**config.mk**
```make
export PLATFORM = sky130hd
export DESIGN_NAME = cnn_layer_sequencer
export DESIGN_NICKNAME = d
export VERILOG_FILES = /design/src/rtl/cnn_layer_sequencer.sv
export SDC_FILE = /design/constraint.sdc
export NUM_CORES = 1
export LEC_CHECK = 0
export BUFFER_PORTS_ARGS = -buffer_cell sky130_fd_sc_hd__buf_2
export CORE_ASPECT_RATIO = 0.8
export CORE_UTILIZATION = 45
export DETAILED_ROUTE_END_ITERATION = 16
export SLEW_MARGIN = 20
export SYNTH_ARGS = -nofsm -noshare
export SYNTH_HDL_FRONTEND = slang
export SYNTH_SLANG_ARGS = --single-unit
export TNS_END_PERCENT = 100
```
**constraint.sdc**
```tcl
create_clock -name clk -period 6.6 [get_ports clk]
set_clock_uncertainty 0.1 [all_clocks]
set_input_delay 0.99 -clock clk [delete_from_list [all_inputs] [get_ports clk]]
set_output_delay 0.99 -clock clk [all_outputs]
set_load 0.02 [all_outputs]
```
**src/rtl/cnn_layer_sequencer.sv**
```systemverilog
// rtl/cnn_layer_sequencer.sv - descriptor-table layer sequencer for the CNN layer datapath
// Walks a small table of per-layer descriptors, advancing once per rising edge of
// layer_ready, and reports how many cycles the run has been busy.
module cnn_layer_sequencer #(
  parameter int MAX_LAYERS = 8,
  parameter int ADDR_W     = 3,
  parameter int FM_W       = 8,
  parameter int KS_W       = 6,
  parameter int KN_W       = 8,
  parameter int CYC_W      = 24,
  parameter int DESC_W     = 4 + FM_W + KS_W + FM_W + 2 + KN_W + KS_W + 1 + 1
) (
  input  logic              clk,
  input  logic              rst,
  input  logic              cfg_we,
  input  logic [ADDR_W-1:0] cfg_addr,
  input  logic [DESC_W-1:0] cfg_wdata,
  input  logic [ADDR_W:0]   cfg_num_layers,
  input  logic              start,
  input  logic              layer_ready,
  output logic [3:0]        layer_type,
  output logic [3:0]        pre_layer_type,
  output logic [3:0]        layer_num,
  output logic [FM_W-1:0]   fm_size,
  output logic [KS_W-1:0]   fm_depth,
  output logic [FM_W-1:0]   fm_size_out,
  output logic [1:0]        padding_out,
  output logic [KN_W-1:0]   kernel_num,
  output logic [KS_W-1:0]   kernel_size,
  output logic              activation,
  output logic              pool_type,
  output logic              busy,
  output logic              done,
  output logic [CYC_W-1:0]  busy_cycles
);

  localparam logic [ADDR_W:0] MAX_N     = (ADDR_W + 1)'(MAX_LAYERS);
  localparam logic [3:0]      TYPE_INIT = 4'd0;
  localparam logic [3:0]      TYPE_DONE = 4'd9;

  typedef struct packed {
    logic [3:0]      ltype;
    logic [FM_W-1:0] fm_size;
    logic [KS_W-1:0] fm_depth;
    logic [FM_W-1:0] fm_size_out;
    logic [1:0]      padding;
    logic [KN_W-1:0] kernel_num;
    logic [KS_W-1:0] kernel_size;
    logic            activation;
    logic            pool_type;
  } desc_t;

  typedef enum logic [1:0] {S_IDLE, S_INIT, S_RUN, S_DONE} state_t;

  state_t          state_q, state_d;
  desc_t           table_q [MAX_LAYERS];
  desc_t           table_d [MAX_LAYERS];
  // cur_q.ltype doubles as the layer_type output so INIT (0) and DONE (9) need no extra register
  desc_t           cur_q, cur_d;
  desc_t           sel;
  logic [3:0]      pre_q, pre_d;
  logic [3:0]      num_q, num_d;
  logic [ADDR_W:0] n_q, n_d;
  logic            busy_q, busy_d;
  logic            done_q, done_d;
  logic            rdy_q, rdy_d;
  logic [CYC_W-1:0] cyc_q, cyc_d;
  logic            adv;
  logic            cfg_open;

  assign adv      = layer_ready & ~rdy_q;
  assign rdy_d    = layer_ready;
  assign sel      = table_q[num_q[ADDR_W-1:0]];
  assign cfg_open = (state_q == S_IDLE) || (state_q == S_DONE);

  // Descriptor table writes, only while no run is in progress
  always_comb begin
    table_d = table_q;
    if (cfg_we && cfg_open && ({1'b0, cfg_addr} < MAX_N)) begin
      table_d[cfg_addr] = desc_t'(cfg_wdata);
    end
  end

  // Next-state and output logic for the run sequencer
  always_comb begin
    state_d = state_q;
    cur_d   = cur_q;
    pre_d   = pre_q;
    num_d   = num_q;
    n_d     = n_q;
    busy_d  = busy_q;
    done_d  = done_q;
    cyc_d   = (busy_q && (cyc_q != '1)) ? cyc_q + 1'b1 : cyc_q;
    case (state_q)
      S_IDLE, S_DONE: begin
        if (start) begin
          state_d   = S_INIT;
          n_d       = (cfg_num_layers > MAX_N) ? MAX_N : cfg_num_layers;
          cur_d.ltype = TYPE_INIT;
          num_d     = 4'd0;
          pre_d     = 4'd0;
          busy_d    = 1'b1;
          done_d    = 1'b0;
          cyc_d     = '0;
        end
      end
      S_INIT, S_RUN: begin
        if (adv) begin
          // In INIT num_q is 0, so num_q == n covers the empty-network case too
          if ((num_q == 4'(n_q)) || (sel.ltype == TYPE_DONE)) begin
            state_d     = S_DONE;
            cur_d.ltype = TYPE_DONE;
            busy_d      = 1'b0;
            done_d      = 1'b1;
          end else begin
            state_d = S_RUN;
            pre_d   = cur_q.ltype;
            cur_d   = sel;
            num_d   = num_q + 4'd1;
          end
        end
      end
      default: state_d = S_IDLE;
    endcase
  end

  // State, table and output registers with synchronous active-low reset
  always_ff @(posedge clk) begin
    if (!rst) begin
      state_q <= S_IDLE;
      cur_q   <= '0;
      pre_q   <= '0;
      num_q   <= '0;
      n_q     <= '0;
      busy_q  <= 1'b0;
      done_q  <= 1'b0;
      rdy_q   <= 1'b0;
      cyc_q   <= '0;
      for (int i = 0; i < MAX_LAYERS; i++) table_q[i] <= '0;
    end else begin
      state_q <= state_d;
      cur_q   <= cur_d;
      pre_q   <= pre_d;
      num_q   <= num_d;
      n_q     <= n_d;
      busy_q  <= busy_d;
      done_q  <= done_d;
      rdy_q   <= rdy_d;
      cyc_q   <= cyc_d;
      table_q <= table_d;
    end
  end

  assign layer_type     = cur_q.ltype;
  assign pre_layer_type = pre_q;
  assign layer_num      = num_q;
  assign fm_size        = cur_q.fm_size;
  assign fm_depth       = cur_q.fm_depth;
  assign fm_size_out    = cur_q.fm_size_out;
  assign padding_out    = cur_q.padding;
  assign kernel_num     = cur_q.kernel_num;
  assign kernel_size    = cur_q.kernel_size;
  assign activation     = cur_q.activation;
  assign pool_type      = cur_q.pool_type;
  assign busy           = busy_q;
  assign done           = done_q;
  assign busy_cycles    = cyc_q;

endmodule

```
After elaboration in Yosys (flattened, before gate mapping)
Cells that the tools add are included.
{"block": "word_totals", "reg_bits": 437, "in_bits": 56, "output_inout_bits": 78, "wordCells": 156}
{"block": "classes", "add_sub_neg": 2, "magnitude_cmp": 4, "n_eq_ne": 10, "n_mux": 33, "bitwise_logic": 5, "reduce_logical": 13}
{"operator": "$bwmux 352", "n": 1}
{"operator": "$mux 44", "n": 4}
{"operator": "$bmux 44 s3", "n": 1}
{"operator": "$demux 44 s3", "n": 1}
{"operator": "$mux 24", "n": 3}
{"operator": "$mux 40", "n": 1}
{"operator": "$mux 4", "n": 7}
{"operator": "$add 24x1->24 const B", "n": 1}
{"operator": "$ne 24x24->1 const B", "n": 1}
{"operator": "$pmux 4 s2", "n": 3}
{"operator": "$reduce_and 3->1", "n": 3}
{"operator": "$ge 4x4->1 const B", "n": 2}
{"operator": "$ne 2x2->1 const B", "n": 4}
{"operator": "$not 3->4", "n": 2}
{"operator": "$mux 1", "n": 7}
{"operator": "$add 4x1->4 const B", "n": 1}
{"operator": "$eq 2x2->1 const B", "n": 2}
{"operator": "$eq 4x4->1", "n": 1}
{"operator": "$eq 4x4->1 const B", "n": 1}
{"operator": "$gt 4x4->1 const B", "n": 1}
{"operator": "$lt 4x1->1 const B", "n": 1}
{"operator": "$mux 2", "n": 2}
{"operator": "$pmux 1 s2", "n": 2}
{"operator": "$pmux 2 s2", "n": 1}
{"operator": "other kinds (8)", "n": 14}

Logic depth before layout (Yosys ltp)
{"block": "logic_depth", "word_depth": 9, "mapped_depth": 8, "ltp_nobuf": 6}

Worst setup path before layout
Ideal clock, no wire load.
{"block": "synth_path", "path_type": "register -> register", "start": "register num_q[2], in the netlist layer_num[2]", "end": "register pre_q[2], in the netlist pre_layer_type[2]", "setup_time_ns": 0.115, "arrival_time_ns": 2.558, "required_time_ns": 6.385, "slack_ns": 3.827, "path_stages_with_launch": 9, "path_buffers": 3, "period_less_slack_ns": 2.773, "path_cell_list": "dfxtp_1 buf_6 mux4_2 mux2_2 or4_1 buf_2 buf_6 and3_4 o21a_1"}
{"block": "synth_via", "elab_chain_len": 8, "elab_cells_between_ends": 9, "cone_classes": "eq/ne: 3; mux: 3; bitwise: 1; reduce/logical: 2"}
{"item": "start: declaration", "line": "62", "text": "logic [3:0] num_q, num_d;"}
{"item": "start signal: assignment", "line": "144", "text": "num_q <= num_d;"}
{"item": "$not 3->4 (not written as such)", "line": "73", "text": "assign sel = table_q[num_q[ADDR_W-1:0]];"}
{"item": "$bmux 44 s3", "line": "73"}
{"item": "$mux 44 (not written as such) (2 in a row)", "line": "73"}
{"item": "$eq 4x4->1", "line": "110", "text": "if ((num_q == 4'(n_q)) || (sel.ltype == TYPE_DONE)) begin"}
{"item": "$logic_or 1x1->1 *", "line": "110"}
{"item": "$ne 2x2->1 (no line) *"}
{"item": "$reduce_and 3->1 (no line) *"}
{"item": "end signal: assignment", "line": "143", "text": "pre_q <= pre_d;"}
{"item": "end: declaration", "line": "61", "text": "logic [3:0] pre_q, pre_d;"}
Mark *: on every way between the ends. The rest lies on a longest branch, timed or not. The select of a mux whose other input is x is not followed.
A chain may end at the register's enable or synchronous reset.

Worst setup path after layout
{"block": "layout_path", "start": "register num_q[2], in the netlist layer_num[2]", "end": "register pre_q[1], in the netlist pre_layer_type[1]"}
The elaborated chain is that of the path after synthesis.

==> results_dict.tcl <==
set metrics [dict create \
    hold-worst-slack_ns 0.3505 \
    crit_path_start "layer_num[2]" \
    cts_buffers 45 \
    wl_per_cell_um 20.18 \
    power_frac_clock 0.435 \
    r2r_slack_ns 2.66 \
    dp_hpwl_mm 29.23 \
    core_um2 39690 \
    hold_viol 0 \
    min_period_over_period 0.5964 \
    power_density_nw_per_um2 276.3 \
    worstSetupPathType "register to register" \
    ctsHoldBuffers 0 \
    crit_required_ns 6.94 \
    end_kind "register" \
    antenna_found_initial 4 \
    timing.final.max_slew_violations 0 \
    power.internal_mw 4.243 \
    synth_cells 2135 \
    port-buffer-count 133 \
    die_area_um2 41370 \
    ir_drop_uv 158.8 \
    dp_worst_setup_slack_ns 2.649 \
    cp_max_fo 49 \
    cts_tree "yes" \
    seq_area_frac_synth 0.4793 \
    cts_root_buffer "clkbuf_16" \
    r2r-start "layer_num[2]" \
    max_slew.worst_pin.slew_ns 1.038 \
    grt_use_total 0.2635 \
    ys_seq_elements 437 \
    tns_ns 0 \
    vias 15270 \
    remaining_drc_errors 0 \
    p_leak_nw 6.803 \
    ff2ff_path_depth 7 \
    grt_pass1_wl_mm 84.84 \
    synth_area_per_cell_um2 8.549 \
    setup_ws_ns 2.664 \
    post_cts_buffers 0 \
    dieWidth_um 227.2 \
    status "completed" \
    rsz0062_at_grt "no" \
    grt_overflow_total 0 \
    period_minus_slack_ns 3.936 \
    start_kind "register" \
    via_per_inst 5.650 \
    nNetsFinal 2187 \
    synth_fp_nets 2193 \
    drt-initial-drc-count 1361 \
    crit_arrival_ns 4.28 \
    ant_nets 0 \
    die_h_um 182.1 \
    critPathCapture "pre_layer_type[1]" \
    post_route_cells_drive_above_1_share 0.1563 \
    clkTransAtPathRegs_ns 0.06 \
    worst_skew_pair.late_latency_ns 0.56 \
    grt_pass1_vias 14610 \
    ys_async_sr_fraction 0 \
    slew_headroom 0.3082 \
    yosysUniqueCellTypes 46 \
    cts-resized-gates 0 \
    switching_share 0.2483 \
    drv_cap 0 \
    rr_endpoint "pre_layer_type[1]" \
    start_util 0.4599 \
    combPwrFrac 0.075 \
    power_switching_mw 1.401 \
    wl_mm 54.53 \
    pwr-share-seq 0.490 \
    n_fill_cell 3790 \
    drtPass1Iterations 7 \
    synth_ff_type "dfxtp_1" \
    grt_max_degree 134 \
    clock_sinks 437 \
    synth_edf_count 0 \
    total_power_mw 5.644 \
    hold_path_class "register to register" \
    yosysWarnings 0 \
    area_growth_pct 11.94 \
    syn_area_um2 18250 \
    cts_htree_levels 2 \
    finalSetupViolCount 0 \
    gp_congestion 0.7598 \
    placementRows 65 \
    fmax_mhz 254.0 \
    ios 134 \
    cts.path.max_buffers 3 \
]
kinds of logic after synthesis:
family,Yosys count,share of synthesized area
simple gates,839,0.1862
compound gates,504,0.1482
flops,437,0.4793
buf+inv,214,0.04826
mux,132,0.1333
xor+xnor,7,0.003359
fa+ha+maj,2,0.001371
synthesized netlist by cell type, types with 2 or more instances:
library cell  number  area share
nand2_1          735        0.15
clkbuf_1         147       0.030
or3_1             11      0.0038
a41o_1             3      0.0016
clkbuf_2          44       0.012
a21oi_1          421        0.12
and3_1            10      0.0034
ha_1               2      0.0014
nor3_1             6      0.0016
mux2_2             2      0.0012
o31ai_1            2     0.00082
and4_1             6      0.0029
mux2i_1           42       0.023
a31oi_1            5      0.0017
o21a_1             6      0.0025
nor2b_1            2     0.00069
a211oi_1          43       0.018
nand3_1           10      0.0027
mux4_2            86        0.11
buf_2              6      0.0016
o211ai_1           5      0.0021
nand3b_1           4      0.0016
nand4_1            7      0.0024
buf_6              2      0.0012
and2_1             4      0.0014
or3b_2             3      0.0014
xor2_1             6      0.0029
a32oi_1            2     0.00096
inv_1              4     0.00082
dfxtp_1          437        0.48
nor3b_1           10      0.0041
mux4_1             2      0.0029
buf_1             10      0.0021
nor2_1            20      0.0041
o2111ai_1          2     0.00096
o21ai_0           13      0.0036
or4_1              6      0.0025
metal layers:
layer	track usage	wire length, µm	vias up
met5	0	13	-
met4	0.06148	936	2
met3	0.04299	3903	70
met2	0.4374	25800	505
met1	0.3583	23880	7429
li1	-	-	7259
sequential cells by signal, indices dropped and copies added (netlist names):
name            flops
padding_out         2
layer_type          4
n_q                 4
layer_num           4
rdy_q               1
table_q           352
kernel_num          8
fm_depth            6
fm_size             8
fm_size_out         8
busy                1
state_q             2
done                1
activation          1
pre_layer_type      4
busy_cycles        24
kernel_size         6
pool_type           1
power by group through the flow:
stage	Clock, mW	Sequential (mW)	Combinational, mW
4_1_cts	2.50	2.76	0.420
3_3_place_gp	0	2.82	0.410
2_1_floorplan	0	2.82	0.269
6_report	2.46	2.76	0.422
5_1_grt	2.61	2.77	0.459
3_5_place_dp	0	2.82	0.420
worst max-delay path, cell delays in order, from the launching register on:
cell	delay (ns)
dfxtp_4	0.71
buf_4	0.79
mux4_2	0.35
mux2i_1	0.14
or4_2	0.85
buf_4	0.39
and3_1	0.26
o21a_1	0.18
how the worst min path moves through the flow:
stage	depth (start not counted)	from	endpoint	slack, ns
5_1_grt	2	table_q[118]	table_q[118]	0.37
4_1_cts	2	table_q[67]	table_q[67]	0.35
2_1_floorplan	2	table_q[174]	table_q[174]	0.33
3_5_place_dp	2	table_q[67]	table_q[67]	0.34
6_report	2	table_q[106]	table_q[106]	0.35
3_3_place_gp	2	table_q[158]	table_q[158]	0.34
cell usage in the layout (no fill, tap or decap), types with 14 or more instances in the layout:
cell,count
a211oi_1,43
mux2i_1,42
clkbuf_16,47
buf_4,23
a21oi_1,420
nor2_1,16
buf_2,133
dfxtp_1,434
mux4_2,86
clkbuf_1,14
nand2_1,735
final cells by class:
type | instances | area, µm² | share of cell area
inverter | 5 | 26.28 | 0.001286
antenna | 3 | 7.507 | 0.0003674
clock buffer | 70 | 1353 | 0.06620
clock inverter | 11 | 61.31 | 0.003001
tap | 536 | 670.6 | 0.03283
multi-input combinational | 1484 | 8715 | 0.4265
timing repair buffer | 156 | 838.3 | 0.04103
sequential | 437 | 8760 | 0.4287
metrics by stage:
stage	util	std cells	instance area [µm²]
floorplan	-	2135	18250
global placement	0.4787	2618	19000
detailed placement	0.4787	2618	19000
CTS	0.5143	2699	20410
global route	0.5146	2699	20420
finish	0.5148	2702	20430
(Power assumes the default switching activity.)
